<file path="src/rtl/instr_decode_stage.sv">
`default_nettype none
// ============================================================================
// Module   : instr_decode_stage
// Purpose  : Pipelined RV32I decode stage. Accepts fetched instructions on a
//            valid/ready handshake, decodes them combinationally and registers
//            the result into a main output register. A second (skid) entry
//            keeps full throughput while in_ready stays a registered signal.
//            flush empties the stage and drops any incoming instruction.
// Ports    : clk, rst_n (async active-low)
//            in_valid / in_ready / in_instr[31:0] / in_pc[WIDTH-1:0]
//            flush
//            out_valid / out_ready / out_pc
//            rs1_addr, rs2_addr, rd_addr, funct3, funct7, imm[WIDTH-1:0]
//            isALUreg, isALUimm, isBranch, isJAL, isJALR, isLUI, isAUIPC,
//            isLoad, isStore, isSystem, illegal
// Config   : DECODE_ILLEGAL_CHECK_EN - when defined, illegal encodings are
//            flagged and their is* flags forced to 0; otherwise illegal = 0.
// Revision : 1.0 - initial release
// ============================================================================
module instr_decode_stage #(
  parameter int WIDTH = 32
) (
  input  logic             clk,
  input  logic             rst_n,
  input  logic             in_valid,
  output logic             in_ready,
  input  logic [31:0]      in_instr,
  input  logic [WIDTH-1:0] in_pc,
  input  logic             flush,
  output logic             out_valid,
  input  logic             out_ready,
  output logic [WIDTH-1:0] out_pc,
  output logic [4:0]       rs1_addr,
  output logic [4:0]       rs2_addr,
  output logic [4:0]       rd_addr,
  output logic [2:0]       funct3,
  output logic [6:0]       funct7,
  output logic [WIDTH-1:0] imm,
  output logic             isALUreg,
  output logic             isALUimm,
  output logic             isBranch,
  output logic             isJAL,
  output logic             isJALR,
  output logic             isLUI,
  output logic             isAUIPC,
  output logic             isLoad,
  output logic             isStore,
  output logic             isSystem,
  output logic             illegal
);

  localparam logic [6:0] C_OP_ALUREG = 7'b0110011;
  localparam logic [6:0] C_OP_ALUIMM = 7'b0010011;
  localparam logic [6:0] C_OP_BRANCH = 7'b1100011;
  localparam logic [6:0] C_OP_JAL    = 7'b1101111;
  localparam logic [6:0] C_OP_JALR   = 7'b1100111;
  localparam logic [6:0] C_OP_LUI    = 7'b0110111;
  localparam logic [6:0] C_OP_AUIPC  = 7'b0010111;
  localparam logic [6:0] C_OP_LOAD   = 7'b0000011;
  localparam logic [6:0] C_OP_STORE  = 7'b0100011;
  localparam logic [6:0] C_OP_SYSTEM = 7'b1110011;

  // Flag vector order: ALUreg, ALUimm, Branch, JAL, JALR, LUI, AUIPC, Load, Store, System
  typedef struct packed {
    logic [WIDTH-1:0] pc;
    logic [4:0]       rs1;
    logic [4:0]       rs2;
    logic [4:0]       rd;
    logic [2:0]       f3;
    logic [6:0]       f7;
    logic [WIDTH-1:0] imm;
    logic [9:0]       flags;
    logic             illegal;
  } entry_t;

  typedef enum logic [1:0] {
    ST_EMPTY = 2'd0,
    ST_ONE   = 2'd1,
    ST_TWO   = 2'd2
  } state_t;

  state_t r_state;
  state_t w_state_next;
  logic   r_out_valid;
  logic   r_in_ready;
  entry_t r_main;
  entry_t r_skid;
  entry_t w_dec;

  logic        w_accept;
  logic        w_pop;
  logic        w_load_main_new;
  logic        w_load_main_skid;
  logic        w_load_skid;

  logic [6:0]  w_opcode;
  logic [2:0]  w_f3;
  logic [6:0]  w_f7;
  logic [9:0]  w_kind;
  logic [31:0] w_imm32;
  logic        w_bad;

  assign w_opcode = in_instr[6:0];
  assign w_f3     = in_instr[14:12];
  assign w_f7     = in_instr[31:25];

  // --------------------------------------------------------------------------
  // Combinational decode of the incoming instruction
  // --------------------------------------------------------------------------
  always_comb begin
    w_kind  = 10'd0;
    w_imm32 = 32'd0;
    case (w_opcode)
      C_OP_ALUREG: w_kind = 10'b10_0000_0000;
      C_OP_ALUIMM: begin
        w_kind  = 10'b01_0000_0000;
        w_imm32 = {{21{in_instr[31]}}, in_instr[30:20]};
      end
      C_OP_BRANCH: begin
        w_kind  = 10'b00_1000_0000;
        w_imm32 = {{20{in_instr[31]}}, in_instr[7], in_instr[30:25], in_instr[11:8], 1'b0};
      end
      C_OP_JAL: begin
        w_kind  = 10'b00_0100_0000;
        w_imm32 = {{12{in_instr[31]}}, in_instr[19:12], in_instr[20], in_instr[30:21], 1'b0};
      end
      C_OP_JALR: begin
        w_kind  = 10'b00_0010_0000;
        w_imm32 = {{21{in_instr[31]}}, in_instr[30:20]};
      end
      C_OP_LUI: begin
        w_kind  = 10'b00_0001_0000;
        w_imm32 = {in_instr[31:12], 12'b0};
      end
      C_OP_AUIPC: begin
        w_kind  = 10'b00_0000_1000;
        w_imm32 = {in_instr[31:12], 12'b0};
      end
      C_OP_LOAD: begin
        w_kind  = 10'b00_0000_0100;
        w_imm32 = {{21{in_instr[31]}}, in_instr[30:20]};
      end
      C_OP_STORE: begin
        w_kind  = 10'b00_0000_0010;
        w_imm32 = {{21{in_instr[31]}}, in_instr[30:25], in_instr[11:7]};
      end
      C_OP_SYSTEM: begin
        w_kind  = 10'b00_0000_0001;
        w_imm32 = {{21{in_instr[31]}}, in_instr[30:20]};
      end
      default: begin
        w_kind  = 10'd0;
        w_imm32 = 32'd0;
      end
    endcase
  end

`ifdef DECODE_ILLEGAL_CHECK_EN
  always_comb begin
    w_bad = 1'b0;
    case (w_opcode)
      C_OP_ALUREG: w_bad = ((w_f7 != 7'h00) && (w_f7 != 7'h20)) ||
                           ((w_f7 == 7'h20) && (w_f3 != 3'b000) && (w_f3 != 3'b101));
      // Shift-immediates reuse funct7 as a sub-opcode; only srai may set 0x20
      C_OP_ALUIMM: begin
        if (w_f3 == 3'b001)
          w_bad = (w_f7 != 7'h00);
        else if (w_f3 == 3'b101)
          w_bad = (w_f7 != 7'h00) && (w_f7 != 7'h20);
        else
          w_bad = 1'b0;
      end
      C_OP_BRANCH: w_bad = (w_f3 == 3'b010) || (w_f3 == 3'b011);
      C_OP_LOAD:   w_bad = (w_f3 == 3'b011) || (w_f3 == 3'b110) || (w_f3 == 3'b111);
      C_OP_STORE:  w_bad = (w_f3 >= 3'b011);
      C_OP_JALR:   w_bad = (w_f3 != 3'b000);
      C_OP_JAL, C_OP_LUI, C_OP_AUIPC, C_OP_SYSTEM: w_bad = 1'b0;
      default:     w_bad = 1'b1;
    endcase
    // All known opcodes end in 2'b11, so this is already covered above; kept explicit.
    if (in_instr[1:0] != 2'b11)
      w_bad = 1'b1;
  end
`else
  always_comb begin
    w_bad = 1'b0;
  end
`endif

  always_comb begin
    w_dec         = '0;
    w_dec.pc      = in_pc;
    w_dec.rs1     = in_instr[19:15];
    w_dec.rs2     = in_instr[24:20];
    w_dec.rd      = in_instr[11:7];
    w_dec.f3      = w_f3;
    w_dec.f7      = w_f7;
    w_dec.imm     = WIDTH'($signed(w_imm32));
    w_dec.flags   = w_kind & {10{~w_bad}};
    w_dec.illegal = w_bad;
  end

  // --------------------------------------------------------------------------
  // Occupancy FSM: EMPTY / ONE (main) / TWO (main + skid)
  // --------------------------------------------------------------------------
  assign w_accept = in_valid & r_in_ready & ~flush;
  assign w_pop    = r_out_valid & out_ready;

  always_comb begin
    w_state_next     = r_state;
    w_load_main_new  = 1'b0;
    w_load_main_skid = 1'b0;
    w_load_skid      = 1'b0;
    if (flush) begin
      w_state_next = ST_EMPTY;
    end else begin
      case (r_state)
        ST_EMPTY: begin
          if (w_accept) begin
            w_state_next    = ST_ONE;
            w_load_main_new = 1'b1;
          end
        end
        ST_ONE: begin
          if (w_accept && w_pop) begin
            w_load_main_new = 1'b1;
          end else if (w_pop) begin
            w_state_next = ST_EMPTY;
          end else if (w_accept) begin
            w_state_next = ST_TWO;
            w_load_skid  = 1'b1;
          end
        end
        ST_TWO: begin
          if (w_pop) begin
            w_state_next     = ST_ONE;
            w_load_main_skid = 1'b1;
          end
        end
        default: w_state_next = ST_EMPTY;
      endcase
    end
  end

  // Handshake outputs are registered copies of the next-state occupancy
  always_ff @(posedge clk or negedge rst_n) begin
    if (!rst_n) begin
      r_state     <= ST_EMPTY;
      r_out_valid <= 1'b0;
      r_in_ready  <= 1'b1;
    end else begin
      r_state     <= w_state_next;
      r_out_valid <= (w_state_next != ST_EMPTY);
      r_in_ready  <= (w_state_next != ST_TWO);
    end
  end

  always_ff @(posedge clk or negedge rst_n) begin
    if (!rst_n) begin
      r_main <= '0;
      r_skid <= '0;
    end else begin
      if (w_load_main_new)
        r_main <= w_dec;
      else if (w_load_main_skid)
        r_main <= r_skid;
      if (w_load_skid)
        r_skid <= w_dec;
    end
  end

  assign out_valid = r_out_valid;
  assign in_ready  = r_in_ready;
  assign out_pc    = r_main.pc;
  assign rs1_addr  = r_main.rs1;
  assign rs2_addr  = r_main.rs2;
  assign rd_addr   = r_main.rd;
  assign funct3    = r_main.f3;
  assign funct7    = r_main.f7;
  assign imm       = r_main.imm;
  assign {isALUreg, isALUimm, isBranch, isJAL, isJALR,
          isLUI, isAUIPC, isLoad, isStore, isSystem} = r_main.flags;
  assign illegal   = r_main.illegal;

endmodule
`default_nettype wire

</file>
<file path="config.mk">
export PLATFORM = sky130hd
export DESIGN_NAME = instr_decode_stage
export DESIGN_NICKNAME = d
export VERILOG_FILES = /design/src/rtl/instr_decode_stage.sv
export SDC_FILE = /design/constraint.sdc
export NUM_CORES = 1
export LEC_CHECK = 0
export ABC_AREA = 1
export CAP_MARGIN = 10
export CORE_MARGIN = 2
export CORE_UTILIZATION = 46
export CTS_BUF_LIST = sky130_fd_sc_hd__clkbuf_8
export DETAILED_ROUTE_END_ITERATION = 12
export PLACE_DENSITY = 0.81
export SYNTH_ARGS = -nofsm -noshare
export SYNTH_HDL_FRONTEND = slang
export SYNTH_SLANG_ARGS = --single-unit
</file>
<file path="constraint.sdc">
create_clock -name clk -period 2.4 [get_ports clk]
set_clock_uncertainty 0.2 [all_clocks]
set_input_delay 0.36 -clock clk [delete_from_list [all_inputs] [get_ports clk]]
set_output_delay 0.36 -clock clk [all_outputs]
set_load 0.02 [all_outputs]
</file>
==> reports/qor.yml, run 1 <==
status:
  outcome: "finished, final reports clean"
grt:
  grt_pass1_vias: 8147
  overflow: 0
  antenna_found_initial: 0
  grt_max_degree: 93
  grtUsageTotal: 0.247
  grt_pass1_wl_um: 40800
logic_synthesis:
  synth.largest_area_cell: "dfrtp_1"
  ys_seq_area_frac: 0.555
  synth_nets: 1196
  post-synth-top-area-fraction: 0.552
  synth_warnings: 0
  netlist_area_um2: 9110
  netlist_top_cells_area: "dfrtp_1 (55%), nand2_1 (17%), nand3_1 (6.9%)"
  synth_seq_cells: 202
  postSynthAreaPerCell_um2: 8.08
  post_synth_inst_count: 1127
  ys_types: 22
cells_and_area:
  area_growth_pct: 31.7
  final_layout_size_suffix_gt1_frac: 0.0712
  finalNetCount: 1367
  fin_cells: 1586
  antenna_cells: 0
  fin_area_um2: 12000
sta:
  timing.final.crit_period_ns: 2.21
  min_period_over_period: 0.921
  slew_viol_final: 0
  layout_setup_ws_ns: 0.191
  setup_viol: 0
  tns_ns: 0
  hold_viol: 0
  rsz0062_at_grt: "no"
  max_clock_freq_ghz: 0.453
  whs_ns: 0.169
critical_path:
  max_stage_delay_ns: 0.61
  worst-path-stages: 1
  cp.arrival_ns: 1.65
  path_class: "reg -> out"
  critPathLaunchType: "flip-flop"
  path_max_fanout: 2
  cp-end-kind: "output pin"
  crit_required_ns: 1.84
  r2r_cells: 7
  crit_buf_inv: 1
  critPathSlowestCell: "clkdlybuf4s50_1"
  crit_chain: "clkdlybuf4s50_1"
  cp_top_family: "buffers and inverters"
route:
  drt-total-wl_um: 25300
  via_per_inst: 5.26
  firstDrtPassIters: 5
  wl_per_cell_um: 16.0
  vias: 8345
  postRouteAntennaNets: 0
  drc_errors: 0
  drt_iter0_drc: 711
power:
  p_sw_frac: 0.295
  seqPwrFrac: 0.456
  p_leak_nw: 5.98
  p_per_area_nw_per_um2: 798
  power_frac_clock: 0.325
  p_comb_frac: 0.219
  p_int_mw: 6.75
  ir_drop_v: 0.000401
  p_sw_mw: 2.83
clock_network:
  root_buffer: "clkbuf_8"
  clkLatencyLatePin_ns: 0.52
  clock-sinks: 202
  path_clk_slew_ns: 0.06
  cts.path.max_buffers: 3
  cts_tree: "done"
  cts_buffers: 34
  cts-htree-levels: 2
  post-cts-setup-buffers: 0
  cts.repair.resized: 0
  postCtsHoldBufs: 1
run:
  maxCapViolations: 0
hold_path:
  hold_path_class: "in -> async"
floorplanning:
  die-area_um2: 20900
  initial_core_util: 0.468
  coreArea_um2: 19500
  rows: 51
  die_width_um: 145
  die_y_um: 145
  io_pins: 171
placement:
  gp_congestion: 0.816
  portBuffers: 169
  pre_cts_ws_ns: 0.0381
  hpwl_um: 16700
  placed_area_um2: 11300
  dp.cells: 1526
## placed cells by master (no fill, tap or decap), types with 2 or more instances in the layout
master             n
o211ai_1          67
nand2_1          421
buf_4             17
clkinv_1           2
inv_2              4
inv_1            121
nand3_1          125
a21oi_1            3
clkdlybuf4s50_1  168
buf_12            16
clkinv_2           3
dfrtp_1          201
nor2_1            44
nand4_1            2
o21ai_0           69
clkbuf_8          46
nor2_2             3
## per-layer routing
metal	part of all wire	track usage	vias up
met5	0	0	-
met4	0.037	0.107	0
met3	0.068	0.0408	63
met2	0.48	0.399	334
met1	0.42	0.333	4011
li1	-	-	3937
## power by group through the flow
stage               clock [mW]  sequential [mW]  combinational (mW)
finish                    3.11             4.37                2.09
global route              3.32             4.44                2.31
CTS                       3.17             4.37                2.11
detailed placement           0             4.42                2.09
global placement             0             4.41                2.03
floorplan                    0             4.67               0.771
## cells by family (layout without fill, tap and decap cells)
kind of cell           Yosys count  count (layout)  share of synthesized area
AND/OR/NAND/NOR                599             599                      0.268
AO/OA/AOI/OAI                  140             140                     0.0956
buffers and inverters          185             379                     0.0814
flip-flops                     202             202                      0.555
other                            1               1                   0.000412
## path summary, 6_finish.rpt
check,start,end,slack (ns)
max in group asynchronous,rst_n,r_skid[99],1.15
min in group clk,in_pc[3],r_skid[71],0.25
min,rst_n,out_pc[4],0.17
max,in_ready,in_ready,0.19
max reg2reg,in_ready,r_skid[83],0.37
min reg2reg,r_skid[37],r_skid[37],0.28
## layout make-up
cell class | instances | area, um^2
clock inverters | 14 | 81.3
fillers | 1633 | 7460
repair buffers | 203 | 2150
flip-flops and latches | 202 | 5060
well taps | 265 | 332
inverters | 117 | 440
clock buffers | 45 | 619
multi-input cells | 740 | 3320
## state kept, by name, indices dropped and copies added, names as in the netlist, 2 cells and up
| register | count |
|---|---|
| funct7 | 7 |
| out_pc | 32 |
| rs2_addr | 5 |
| funct3 | 3 |
| imm | 32 |
| rd_addr | 5 |
| r_skid | 99 |
| r_state | 2 |
| rs1_addr | 5 |
## Yosys cell counts, drive strengths merged
cell,number
o21ai,69
nor3,1
o211ai,67
a21oi,3
nand2,422
nor2,47
dfstp,1
clkinv,2
nand3b,1
inv,115
dfrtp,201
nand4,2
buf,31
conb,1
clkbuf,37
a21o,1
nand3,126
## per-stage QoR
| stage | util | total power [mW] |
|---|---|---|
| 2_1_floorplan | - | 5.44 |
| 3_3_place_gp | 0.580 | 6.44 |
| 3_5_place_dp | 0.580 | 6.51 |
| 4_1_cts | 0.617 | 9.65 |
| 5_1_grt | 0.617 | 10.1 |
| 6_report | 0.617 | 9.58 |
Power figures use the tool's default switching activity.
==> inputs of run 2 (changes only) <==
- GPL_TIMING_DRIVEN: not set -> 0
==> run 2 against run 1 <==
Core utilization is 1.2 points lower. Wire length is 4.4% higher. Sequential power hardly changed. Sequential share of layout area is 0.85 points higher. Combinational power hardly changed. Critical endpoint unchanged.
==> reports/qor.yml, run 2 (same netlist as run 1, synthesis figures left out) <==
clock_network:
  cts-htree-levels: 2
  post-cts-setup-buffers: 0
  clkLatencyLatePin_ns: 0.53
  root_buffer: "clkbuf_8"
  cts.path.max_buffers: 3
  cts_buffers: 34
  path_clk_slew_ns: 0.06
  cts_tree: "done"
  clock-sinks: 202
cells_and_area:
  final_util: 0.604
  ff_latch_area_um2: 5060
  fin_cells: 1617
  final_cell_mix: "nand2_1 (421), dfrtp_1 (201), clkdlybuf4s50_1 (168)"
  fillers: 1661
  area_growth_pct: 29.1
  finalNetCount: 1403
  final_common_cell: "nand2_1"
  top_register: "r_skid"
  multi_input_area_um2: 3310
  final_layout_size_suffix_gt1_frac: 0.0577
  largest_reg_flops: 99
critical_path:
  crit_buf_inv: 1
  critPathLaunchType: "flip-flop"
  path_class: "reg -> out"
  max_stage_delay_ns: 0.60
  critPathSlowestCell: "clkdlybuf4s50_1"
  path_max_fanout: 2
  cp_top_family: "buffers and inverters"
  cp.arrival_ns: 1.67
  cp-end-kind: "output pin"
  crit_required_ns: 1.84
  crit_chain: "clkdlybuf4s50_1"
power:
  ir_drop_v: 0.000325
  p_per_area_nw_per_um2: 783
  p_comb_frac: 0.225
  p_sw_mw: 2.83
  finalPower_mw: 9.21
  power_frac_clock: 0.300
  p_int_mw: 6.38
  seqPwrFrac: 0.475
  p_sw_frac: 0.307
  p_leak_nw: 5.87
grt:
  grt_pass1_vias: 8407
  use_met1: 0.342
  antenna_found_initial: 0
  met3_usage: 0.0622
  grt_pass1_wl_um: 42500
  grt_busiest_layer: "met2"
  grtUsageTotal: 0.260
  overflow: 0
  grt_max_degree: 120
  grt_util_met2: 0.411
floorplanning:
  coreArea_um2: 19500
  io_pins: 171
  die_width_um: 145
  die_y_um: 145
  die-area_um2: 20900
  rows: 51
  initial_core_util: 0.468
route:
  via_per_inst: 5.23
  postRouteAntennaNets: 0
  drc_errors: 0
  firstDrtPassIters: 6
  drt-total-wl_um: 26400
  wl_per_cell_um: 16.4
  drt_iter0_drc: 868
  vias: 8451
sta:
  whs_ns: 0.222
  rsz0062_at_grt: "no"
  setup_viol: 0
  layout_setup_ws_ns: 0.166
  slew_viol_final: 0
  slew_headroom: 0.574
  hold_viol: 0
  timing.final.crit_period_ns: 2.23
  max_clock_freq_ghz: 0.448
  min_period_over_period: 0.931
  tightest_slew_ns: 0.639
status:
  outcome: "finished, final reports clean"
hold_path:
  hold_path_class: "in -> async"
placement:
  gp_congestion: 0.907
  pre_cts_ws_ns: -0.212
  hpwl_um: 18700
  dp.cells: 1562
  portBuffers: 169
run:
  maxCapViolations: 0
[run 2: changes by cell type in the layout (fill, tap and decap cells not counted), sizes merged]
cell and change:
clkinv -2, clkbuf +29, inv +3, diode +1, bufinv -1, clkinvlp +1
[run 2: path summary, 6_finish.rpt]
path / start / endpoint / slack, ns / cells after the start
worst min-delay path: rst_n / out_pc[5] / 0.22 / 2
worst max-delay path: in_ready / in_ready / 0.17 / 1
worst min register to register: r_skid[23] / r_skid[23] / 0.28 / 2
worst max register to register: out_valid / imm[29] / 0.22 / 8
min in group clk: in_pc[3] / r_skid[71] / 0.25 / 3
max in group asynchronous: rst_n / r_skid[16] / 0.75 / 3
[run 2: per-stage QoR]
step / setup TNS (ns) / area, um^2
finish: 0 / 11800
detailed placement: -14.22 / 11200
CTS: 0 / 11800
global placement: -1535.46 / 11100
floorplan: 0 / 9110
global route: 0 / 11800
[run 2: repair_timing]
item                                   4_1_cts  5_1_grt
endpoints found under the hold margin       83        0
resized for setup                            0        0
hold buffers                                 1        0
[run 2: area by class of cell]
type | instances | area share
sequential | 202 | 0.430
multi-input combinational | 740 | 0.282
timing repair buffer | 171 | 0.147
clock buffer | 38 | 0.0445
inverter | 117 | 0.0373
tap | 265 | 0.0282
buffer | 68 | 0.0257
clock inverter | 15 | 0.00521
antenna | 1 | 0.000213
[run 2: worst register-to-register path: stages, from the launching register on]
cell and delay, ns:
dfrtp_1 0.38, nand2_1 0.20, nand2_1 0.11, nand3_1 0.15, buf_2 0.29, buf_1 0.46
nand3_1 0.15, nand2_1 0.09, inv_1 0.04
[run 2: power groups by stage]
stage          Clock (mW)  Sequential, mW  Combinational, mW
4_1_cts              2.80            4.36               2.08
3_5_place_dp            0            4.42               2.07
2_1_floorplan           0            4.67              0.771
5_1_grt              2.94            4.43               2.30
6_report             2.77            4.37               2.07
3_3_place_gp            0            4.41               2.00
[run 2: layer usage]
layer	up-vias	wire length [um]
li1	3996	-
met1	4038	11100
met2	354	12400
met3	63	2000
met4	0	970
met5	-	0
